File: src/rtl/nand_tree_pipe.sv
// Purpose: N-input NAND reduction (~&in_data) as a balanced NAND/invert tree, registered every LVL_PER_STG levels.
// Latency: S = ceil(ceil(log2 N)/LVL_PER_STG) cycles from the accept cycle to out_valid; 1 word/cycle throughput.
// Backpressure: per-stage valid/ready; bubbles fill under stall, in_ready drops only when every stage is full.
// Optional: define STATS_EN to add stat_cnt_o, a saturating count of delivered results with out_y == 0.
module nand_tree_pipe #(
    parameter int N           = 8,
    parameter int LVL_PER_STG = 1
) (
    input  logic         clk_i,
    input  logic         rst_i,
    input  logic         in_valid_i,
    output logic         in_ready_o,
    input  logic [N-1:0] in_data_i,
    output logic         out_valid_o,
    input  logic         out_ready_i,
    output logic         out_y_o
`ifdef STATS_EN
    ,
    output logic [15:0]  stat_cnt_o
`endif
);

    localparam int L  = $clog2(N);
    localparam int PW = 1 << L;
    localparam int S  = (L + LVL_PER_STG - 1) / LVL_PER_STG;

    // Operand padded to a power of two with ones, which are neutral for AND.
    logic [PW-1:0] pad_in;

    // adv[k]: stage k may load this cycle; adv[S] is the consumer's ready.
    logic [S:0]   adv;
    logic [S-1:0] v_q;
    logic [S-1:0] v_d;

    // Pad the operand with ones up to the tree width.
    always_comb begin
        pad_in         = '1;
        pad_in[N-1:0]  = in_data_i;
    end

    assign adv[S] = out_ready_i;

    for (genvar k = 0; k < S; k++) begin : g_adv
        assign adv[k] = ~v_q[k] | adv[k+1];
    end

    assign in_ready_o = adv[0];

    // Valid bits shift forward wherever a stage advances; an empty upstream moves a bubble in.
    always_comb begin
        v_d = v_q;
        if (adv[0]) begin
            v_d[0] = in_valid_i;
        end
        for (int k = 1; k < S; k++) begin
            if (adv[k]) begin
                v_d[k] = v_q[k-1];
            end
        end
    end

    // Stage valid registers.
    always_ff @(posedge clk_i) begin
        if (rst_i) begin
            v_q <= '0;
        end else begin
            v_q <= v_d;
        end
    end

    for (genvar k = 0; k < S; k++) begin : g_stg
        localparam int FL = k * LVL_PER_STG;
        localparam int LL = ((k + 1) * LVL_PER_STG > L) ? L : (k + 1) * LVL_PER_STG;
        localparam int NL = LL - FL;
        localparam int WI = PW >> FL;
        localparam int WO = PW >> LL;

        // ch packs this stage's input vector followed by each level's output, narrowest last.
        logic [2*WI-WO-1:0] ch;
        logic               ld;
        logic [WO-1:0]      d_d;
        logic [WO-1:0]      d_q;

        // Data only loads when a real word moves in, so idle inputs never disturb the registers.
        if (k == 0) begin : g_src
            assign ch[WI-1:0] = pad_in;
            assign ld         = adv[0] & in_valid_i;
        end else begin : g_src
            assign ch[WI-1:0] = g_stg[k-1].d_q;
            assign ld         = adv[k] & v_q[k-1];
        end

        for (genvar j = 1; j <= NL; j++) begin : g_lvl
            localparam int WJ = WI >> j;
            localparam int OI = 2*WI - 2*(WI >> (j-1));
            localparam int OO = 2*WI - 2*WJ;
            for (genvar i = 0; i < WJ; i++) begin : g_gate
                logic nd;
                assign nd = ~(ch[OI+2*i] & ch[OI+2*i+1]);
                // The root keeps the NAND; inner levels re-invert to form AND.
                if (FL + j == L) begin : g_root
                    assign ch[OO+i] = nd;
                end else begin : g_inv
                    assign ch[OO+i] = ~(nd & nd);
                end
            end
        end

        assign d_d = ch[2*WI-WO-1 -: WO];

        // Stage partial-vector register.
        always_ff @(posedge clk_i) begin
            if (rst_i) begin
                d_q <= '0;
            end else if (ld) begin
                d_q <= d_d;
            end
        end
    end

    assign out_valid_o = v_q[S-1];
    assign out_y_o     = g_stg[S-1].d_q[0];

`ifdef STATS_EN
    logic [15:0] stat_q;

    // Count delivered all-ones words (out_y == 0), saturating at the top.
    always_ff @(posedge clk_i) begin
        if (rst_i) begin
            stat_q <= '0;
        end else if (out_valid_o && out_ready_i && !out_y_o && (stat_q != 16'hFFFF)) begin
            stat_q <= stat_q + 16'd1;
        end
    end

    assign stat_cnt_o = stat_q;
`endif

endmodule

File: config.mk
export PLATFORM = sky130hd
export DESIGN_NAME = nand_tree_pipe
export DESIGN_NICKNAME = d
export VERILOG_FILES = /design/src/rtl/nand_tree_pipe.sv
export SDC_FILE = /design/constraint.sdc
export NUM_CORES = 1
export LEC_CHECK = 0
export ABC_AREA = 1
export ABC_CLOCK_PERIOD_IN_PS = 1200
export CAP_MARGIN = 30
export CORE_AREA = 5 5 42 44
export CTS_BUF_LIST = sky130_fd_sc_hd__clkbuf_16
export DETAILED_ROUTE_END_ITERATION = 6
export DIE_AREA = 0 0 47 49
export PLACE_DENSITY = 0.57
export SYNTH_ARGS = -nofsm -noshare
export SYNTH_HDL_FRONTEND = slang
export SYNTH_SLANG_ARGS = --single-unit
export TNS_END_PERCENT = 100
File: constraint.sdc
create_clock -name clk_i -period 1.2 [get_ports clk_i]
set_clock_uncertainty 0.05 [all_clocks]
set_input_delay 0.24 -clock clk_i [delete_from_list [all_inputs] [get_ports clk_i]]
set_output_delay 0.24 -clock clk_i [all_outputs]
set_load 0.01 [all_outputs]
## Word-level counts from Yosys, hierarchy flattened

Index checks and enable logic that the tools add are counted.

- Output and inout port bits: 3
- Logic and storage cells: 23
- Input bits: 12
- Flip-flop bits (word level): 10

- Bitwise logic cells: 17

Operators by type and width:

| kind | number |
|---|---|
| $and A1 B1 Y1 | 10 |
| $not A1 Y1 | 4 |
| $or A1 B1 Y1 | 3 |

## Logic depth before layout (Yosys ltp)

Gate-level depths: netlist of run 1.

- Word-level depth: 5
- Gate-level depth with buffers: 6
- Mapped depth without buffers: 6

## Least setup slack after synthesis of run 1

Ideal clock, no wire load.

- Path kind: register -> register
- From: register v_q[2]
- To: register g_stg[0].d_q[0]
- Path slack: 181 ps
- Library setup time: 115 ps
- Arrival time: 854 ps
- Buffers on the path: 0
- Period minus slack after synthesis: 1019 ps
- Stages on the path, launching flop included: 4
- Required time: 1035 ps
- Path through: dfxtp_1 nand4_4 a21oi_1 nor2_1

- Word-level cells in the longest chain between the ends: 5

RTL lines:

| item | line | source |
|---|---|---|
| start, declared | 32 | `logic [S-1:0] v_q;` |
| start signal, assigned | 67 | `v_q <= v_d;` |
| $not A1 Y1 | 44 | `assign adv[k] = ~v_q[k] \| adv[k+1];` |
| $or A1 B1 Y1 (3 in series) | 44 |  |
| net in_ready_o | 12 | `output logic in_ready_o,` |
| $and A1 B1 Y1 | 87 | `assign ld = adv[0] & in_valid_i;` |
| end signal, assigned | 114 | `d_q <= '0;` |
| end signal, assigned | 116 | `d_q <= d_d;` |
| end, declared | 82 | `logic [WO-1:0] d_q;` |

The timed path passes the listed nets, and every way through them passes these cells.
A chain may end at the register's enable or synchronous reset.

## Worst setup path after layout of run 1

- From: register v_q[1]
- To: output in_ready_o

- Word-level cells in the longest chain between the ends: 3

RTL lines:

| item | line |
|---|---|
| $not A1 Y1 | 44 |
| $or A1 B1 Y1 (2 in series) | 44 |
| end, declared | 12 |

Every way passes these cells.

==> results of run 1 <==
per-layer routing:
layer	global-route usage	up-vias	part of all wire
li1	-	232	-
met1	0.118	181	0.42
met2	0.115	18	0.40
met3	0.0627	4	0.15
met4	0.0829	0	0.035
met5	0	-	0
report_power, final:
part           switching [W]  internal, W  total, W
logic              0.0000416    0.0000631  0.000105
clock network       0.000139     0.000431  0.000570
registers          0.0000117     0.000354  0.000366
total               0.000193     0.000848   0.00104
layout make-up:
class,count,area share
Inverter,5,0.0269
Clock buffer,3,0.108
Tap cell,16,0.0287
Multi-Input combinational cell,42,0.282
Sequential cell,10,0.291
Timing Repair Buffer,20,0.264
sequential cells by signal, indices dropped and copies added, names as in the netlist:
register,cells
out_y_o,1
v_q,3
g_stg.d_q,6
kinds of logic (layout without fill, tap and decap cells):
logic type | after synthesis | count (layout) | share of synthesized area
AOI/OAI and AO/OA | 9 | 9 | 0.107
buffers and inverters | 6 | 28 | 0.0537
and+or+nand+nor | 33 | 33 | 0.361
DFF | 10 | 10 | 0.478
tightest hold or removal path: stages (launching register included):
cell and delay [ns]:
sky130_fd_sc_hd__dfxtp_1 0.32, sky130_fd_sc_hd__a21oi_1 0.04, sky130_fd_sc_hd__nor2_1 0.08
metrics by stage:
| step | worst slack [ns] | hold slack (ns) | setup TNS (ns) | total power, W | cell area (um^2) |
|---|---|---|---|---|---|
| after detailed placement | -0.456 | 0.417 | -1.91 | 0.000480 | 621 |
| after floorplan | 0.181 | 0.259 | 0 | 0.000416 | 419 |
| final | 0.0517 | 0.423 | 0 | 0.00104 | 697 |
| after global placement | -0.460 | 0.412 | -1.88 | 0.000478 | 621 |
| after CTS | 0.00866 | 0.427 | 0 | 0.00105 | 694 |
| after global routing | 0.00136 | 0.460 | 0 | 0.00108 | 697 |
worst max-delay path by stage:
stage	end	slack, ns	depth (start not counted)
finish	in_ready_o	0.05	2
global route	in_ready_o	0.001	2
CTS	in_ready_o	0.009	2
detailed placement	in_ready_o	-0.46	4
global placement	in_ready_o	-0.46	4
floorplan	g_stg[0].d_q[0]	0.18	3
cells in the final DEF (no fill, tap or decap):
cell                              netlist  layout
sky130_fd_sc_hd__nand4_4                1       1
sky130_fd_sc_hd__nor2_1                 8       8
sky130_fd_sc_hd__inv_2                  2       2
sky130_fd_sc_hd__nand2_1               16      16
sky130_fd_sc_hd__a21oi_1                9       9
sky130_fd_sc_hd__inv_1                  3       3
sky130_fd_sc_hd__clkdlybuf4s15_1        0       1
sky130_fd_sc_hd__clkbuf_16              0       3
sky130_fd_sc_hd__dlygate4sd2_1          0       2
sky130_fd_sc_hd__dfxtp_1               10       8
sky130_fd_sc_hd__buf_6                  0       1
sky130_fd_sc_hd__nand3_1                8       8
sky130_fd_sc_hd__clkdlybuf4s50_1        0      10
sky130_fd_sc_hd__buf_4                  0       6
sky130_fd_sc_hd__dfxtp_2                0       2
repair_timing:
action | in CTS | in global routing
setup buffers | 0 | 0
endpoints found under the hold margin | 0 | 0
cloned | 0 | 0
gates resized for setup | 9 | 2
hold buffers | 0 | 0
endpoints found under the setup margin | 3 | 3
==> impl_summary.txt, run 1 <==
----------------------------------------------------
[Status]
  Run status ... finished, final reports clean

[Min path]
  Hold-critical path depth ... 2
  Endpoint of the worst hold-timing path ... g_stg[0].d_q[3]
  Critical hold path startpoint ... g_stg[0].d_q[3]
  Class of the worst hold path ... flop to flop

[Placed design]
  Number of buffers inserted by port buffering ... 14
  Detail Placement HPWL ... 702 um
  Number of instances in the placed design ... 93
  Weighted congestion reported at the end of routability-driven placement ... ~0.7

[Layout]
  Number of diodes added for antenna fixing ... 0
  Final core occ ... 0.497
  Layout area overhead ... 66.3%
  Post-route insts no fill ... 96
  Net total in the final layout ... 94
  Layout cell share with drive strength beyond 1 ... 0.188
  Footprint of the flip-flops and latches ... between 200 and 250 um^2
  # fillers ... 156
  Area of combinational cells with multiple inputs ... 196 um^2

[Setup path]
  Register-to-register setup slack ... 0.14 ns
  Worst Path Arrival ... 0.86 ns
  Endpoint of the lowest-slack register-to-register path ... g_stg[1].d_q[0]
  Kind of cell with the highest combined delay on the critical path ... flip-flops
  Crit-path max FO ... 2
  Count of buffering cells on the critical path with inverters included ... 1
  Source of the worst register-to-register timing path ... v_q[1]
  List of cells traversed by the critical path ... nand4_4 > buf_6
  Worst R2R Path Depth ... 6
  Crit path max-delay cell type ... sky130_fd_sc_hd__dfxtp_1
  Timing startpoint of the critical path ... v_q[1]
  Data required time at the worst endpoint ... 0.91 ns
  Critical path class ... flop to output pin
  Critical Path End Type ... output pin
  Stage delay of the slowest cell on the critical path ... 0.37 ns
  CP startpoint kind ... flop

[Yosys]
  Post-synth design cell area ... approximately 420 um^2
  Post-synth ARST share ... 0
  Number of instances in the synthesized netlist ... 58
  Synth Flop Type ... sky130_fd_sc_hd__dfxtp_1
  Synth area leaders ... sky130_fd_sc_hd__dfxtp_1, sky130_fd_sc_hd__nand2_1, sky130_fd_sc_hd__a21oi_1
  Sequential fraction of the synthesis area ... 0.478
  Warning count from the yosys run ... 0
  Register bit total from synthesis ... 10
  Number of distinct library cell variants in the gate-level netlist after synthesis ... 9
  Most instantiated library cell after synthesis ... sky130_fd_sc_hd__nand2_1
  Synth Area per Inst ... 7.23 um^2
  EDFF count, synth ... 0
  Mapped Nets ... 70
  Top-area cell type share of the netlist area ... 0.478
  Top cells by count, synth ... sky130_fd_sc_hd__nand2_1, sky130_fd_sc_hd__dfxtp_1, sky130_fd_sc_hd__a21oi_1, sky130_fd_sc_hd__nand3_1, sky130_fd_sc_hd__nor2_1
  Largest area contributor in the synthesized netlist ... sky130_fd_sc_hd__dfxtp_1

[Timing]
  Count of final max-slew check failures ... 0
  Minimum clock period after layout ... 1.15 ns
  Actual transition at the worst max-transition pin ... 0.309 ns
  Final setup violation count ... 0
  Unrepaired setup endpoints after global routing ... no
  Final Hold Violating Endpoints ... 0
  Max Clock Freq ... 0.871 GHz
  Final worst-path cycle share ... 0.957
  Slew Limit Headroom ... 0.793

[Route]
  WL final ... 881 um
  Number of design rule violations left after detail routing ... 0
  Average via count per standard cell ... 4.53
  Number of design-rule violations left by the first detailed-router iteration ... 2
  Vias after detailed routing ... 435
  Initial DRT Pass Iterations ... 2
  Average routed wire per standard cell ... 9.18 um
  Count of antenna-violating nets left after detailed routing ... 0

[GRT]
  Number of antenna violations at the first check in global routing ... 0
  GRT Resource Usage Total ... 0.0982
  Via count of the first global-routing pass ... 358
  Pin count of the biggest net entering global routing ... 10
  Overall overflow remaining after global route ... 0
  Wire length of the first global-routing pass ... 1520 um

[Floorplanning]
  Die area ... 2300 um^2
  Die Ht ... 49 um
  IO Count ... 15
  Die Width ... roughly 47 um
  Floorplan Core Area ... 1400 um^2
  Initial Utilization ... 0.299
  Total number of placement rows ... 14

[Pwr]
  Leakage power summed over all cells ... about 0.32 nW
  Worst supply voltage drop on vdd ... between 1 and 1.5 mV
  Pwr/cell area ... 1490 nW/um^2

[Clock tree]
  Clock Pin Slew Worst Setup and Hold Paths ... 0.04 ns
  Deepest level of the CTS H-tree ... 1
  Clock tree from TritonCTS ... built
  Number of clock buffers inserted by TritonCTS ... 3
  Clock Tree Root ... sky130_fd_sc_hd__clkbuf_16
  Clk buf depth ... 2
  Clk Latency, worst-skew pair ... about 0.23 ns
  Clock sink total ... 10

[Flow run]
  Max capacitance violation total ... 0

----------------------------------------------------
No activity file was read; power rests on OpenSTA's default activity.
==> run 2, diff against run 1 <==
--- a/config.mk
+++ b/config.mk
@@ -7,11 +7,12 @@
 export LEC_CHECK = 0
 export ABC_AREA = 1
 export ABC_CLOCK_PERIOD_IN_PS = 1200
-export CAP_MARGIN = 30
-export CORE_AREA = 5 5 42 44
+export CAP_MARGIN = 20
+export CORE_AREA = 2 2 39 41
 export CTS_BUF_LIST = sky130_fd_sc_hd__clkbuf_16
 export DETAILED_ROUTE_END_ITERATION = 6
-export DIE_AREA = 0 0 47 49
+export DIE_AREA = 0 0 41 43
+export GPL_ROUTABILITY_DRIVEN = 0
 export PLACE_DENSITY = 0.57
 export SYNTH_ARGS = -nofsm -noshare
 export SYNTH_HDL_FRONTEND = slang
==> run 2 against run 1 <==
Effect of this change: first-iteration DRC count is 100% higher; global-route usage grew 4.5 points; die area fell by 23%; sequential power hardly changed.
==> impl_summary.txt, run 2 (synthesized netlist as in run 1, its figures left out) <==
----------------------------------------------------
[Clock tree]
  Clock sink total ... 10 (unchanged)
  CTS hold repair buffers ... 0 (unchanged)
  Clock Tree Root ... sky130_fd_sc_hd__clkbuf_16 (unchanged)
  Clock Pin Slew Worst Setup and Hold Paths ... 0.04 ns (about the same)
  Clock tree from TritonCTS ... built (unchanged)
  Clk buf depth ... 2 (unchanged)
  Clk Latency, worst-skew pair ... 0.23 ns (about the same)
  Deepest level of the CTS H-tree ... 1 (unchanged)
  Number of clock buffers inserted by TritonCTS ... 3 (unchanged)

[Route]
  Number of design rule violations left after detail routing ... 0 (unchanged)
  Vias after detailed routing ... 436 (was 435)
  WL final ... 876 um (was 881 um)
  Number of design-rule violations left by the first detailed-router iteration ... 4 (was 2)
  Average routed wire per standard cell ... 9.13 um (was 9.18 um)
  Count of antenna-violating nets left after detailed routing ... 0 (unchanged)
  Initial DRT Pass Iterations ... 3 (was 2)
  Average via count per standard cell ... 4.54 (was 4.53)

[Pwr]
  Worst supply voltage drop on vdd ... 0.727 mV (was 1.00 mV)
  Design Power ... 0.00104 W (about the same)
  Leakage power summed over all cells ... 0.322 nW (was 0.319 nW)
  Net Switching ... 0.000197 W (was 0.000193 W)
  Power share of the sequential group ... 0.349 (was 0.351)
  Cell internal power dissipation ... 0.000847 W (was 0.000848 W)
  Portion of total power attributed to the clock network ... 0.549 (was 0.548)
  Net Sw Frac ... 0.189 (was 0.185)
  Pwr/cell area ... 1500 nW/um^2 (was 1490 nW/um^2)
  Part of the total power dissipated in combinational logic ... 0.102 (was 0.101)

[Layout]
  # fillers ... 146 (was 156)
  Layout area overhead ... 66.6% (was 66.3%)
  Most frequent standard cell in the layout excluding fill and tap cells ... sky130_fd_sc_hd__nand2_1 (unchanged)
  Register with the most flip-flops ... g_stg.d_q (unchanged)
  Layout cell share with drive strength beyond 1 ... 0.188 (unchanged)
  Net total in the final layout ... 94 (unchanged)
  Flip-flop count of the largest register, all copies and words added ... 6 (unchanged)
  Layout Cell Area excl Fill ... 698 um^2 (was 697 um^2)
  Number of diodes added for antenna fixing ... 0 (unchanged)
  Highest-count cells in the layout ignoring fill and taps ... sky130_fd_sc_hd__nand2_1, sky130_fd_sc_hd__clkdlybuf4s50_1, sky130_fd_sc_hd__dfxtp_1 (was sky130_fd_sc_hd__nand2_1, sky130_fd_sc_hd__clkdlybuf4s50_1, sky130_fd_sc_hd__a21oi_1)

[Placed design]
  Area of placed instances ... 621 um^2 (unchanged)
  Detail Placement HPWL ... 655 um (was 702 um)
  Number of buffers inserted by port buffering ... 14 (unchanged)

[Timing]
  Unrepaired setup endpoints after global routing ... no (unchanged)
  Final setup violation count ... 0 (unchanged)
  Actual transition at the worst max-transition pin ... 0.298 ns (was 0.309 ns)
  Minimum clock period after layout ... 1.15 ns (about the same)
  Final Hold Violating Endpoints ... 0 (unchanged)
  Count of final max-slew check failures ... 0 (unchanged)
  Final worst-path cycle share ... 0.956 (was 0.957)
  Slew Limit Headroom ... 0.801 (was 0.793)
  Max Clock Freq ... 0.871 GHz (about the same)

[GRT]
  Pin count of the biggest net entering global routing ... 10 (unchanged)
  Overall overflow remaining after global route ... 0 (unchanged)
  Wire length of the first global-routing pass ... 1640 um (was 1520 um)
  Number of antenna violations at the first check in global routing ... 0 (unchanged)
  GRT Resource Usage Total ... 0.143 (was 0.0982)
  Via count of the first global-routing pass ... 409 (was 358)

[Setup path]
  List of cells traversed by the critical path ... dlygate4sd2_1 (was nand4_4 > buf_6)
  Worst Path Arrival ... 0.86 ns (about the same)
  Critical path class ... flop to output pin (unchanged)
  Critical Path End Type ... output pin (unchanged)
  CP startpoint kind ... flop (unchanged)
  Data required time at the worst endpoint ... 0.91 ns (about the same)
  Stage delay of the slowest cell on the critical path ... 0.35 ns (was 0.37 ns)
  Count of buffering cells on the critical path with inverters included ... 1 (unchanged)
  Crit-path max FO ... 3 (was 2)
  Kind of cell with the highest combined delay on the critical path ... flip-flops (unchanged)
  Crit path max-delay cell type ... sky130_fd_sc_hd__dfxtp_2 (was sky130_fd_sc_hd__dfxtp_1)

[Floorplanning]
  IO Count ... 15 (unchanged)
  Die area ... 1760 um^2 (was 2300 um^2)
  Die Width ... 41 um (was 47 um)
  Total number of placement rows ... 14 (unchanged)
  Initial Utilization ... 0.303 (was 0.299)
  Floorplan Core Area ... 1380 um^2 (was 1400 um^2)
  Die Ht ... 43 um (was 49 um)

[Min path]
  Class of the worst hold path ... flop to flop (unchanged)

[Flow run]
  Max capacitance violation total ... 0 (unchanged)

[Status]
  Run status ... finished, final reports clean (unchanged)

----------------------------------------------------
## run 2: power groups by stage
| stage | registers, W | clock network [W] | logic, W |
|---|---|---|---|
| finish | 0.000365 | 0.000573 | 0.000106 |
| global route | 0.000368 | 0.000599 | 0.000124 |
| CTS | 0.000365 | 0.000586 | 0.000107 |
| detailed placement | 0.000370 | 0 | 0.000109 |
| global placement | 0.000370 | 0 | 0.000108 |
| floorplan | 0.000372 | 0 | 0.0000446 |
## run 2: final cells by class
class | instances | area (um^2) | share of cell area
sequential | 10 | 201 | 0.289
multi-input combinational | 42 | 200 | 0.287
timing repair buffer | 20 | 183 | 0.262
clock buffer | 3 | 75.1 | 0.108
tap | 16 | 20.0 | 0.0287
inverter | 5 | 18.8 | 0.0269
## run 2: repair_timing
action                                  4_1_cts  5_1_grt
setup buffers                                 0        0
resized for setup                            10        0
endpoints found under the setup margin        4        0
## run 2: routing by layer
metal  global-route usage  vias up  share of wire  wire [um]
met5                    0        -              0          0
met4                0.100        0          0.038         33
met3               0.0471        3          0.064         56
met2                0.194       18           0.45        394
met1                0.182      184           0.45        392
li1                     -      231              -          -
## run 2: final timing paths
check | end | slack, ns | from | cells past startpoint
hold / removal | g_stg[0].d_q[0] | 0.43 | g_stg[0].d_q[0] | 2
setup / recovery | out_valid_o | 0.05 | v_q[2] | 1
hold reg to reg | g_stg[0].d_q[0] | 0.43 | g_stg[0].d_q[0] | 2
setup reg to reg | g_stg[1].d_q[0] | 0.14 | v_q[1] | 6
## run 2: stage by stage
| step | instances | hold slack [ns] | setup slack [ns] | util | TNS, ns |
|---|---|---|---|---|---|
| floorplan | 58 | 0.259 | 0.181 | - | 0 |
| global placement | 93 | 0.412 | -0.456 | 0.448 | -1.88 |
| detailed placement | 93 | 0.419 | -0.449 | 0.448 | -1.90 |
| CTS | 96 | 0.429 | 0.0363 | 0.505 | 0 |
| global route | 96 | 0.472 | 0.0161 | 0.505 | 0 |
| finish | 96 | 0.426 | 0.0523 | 0.505 | 0 |
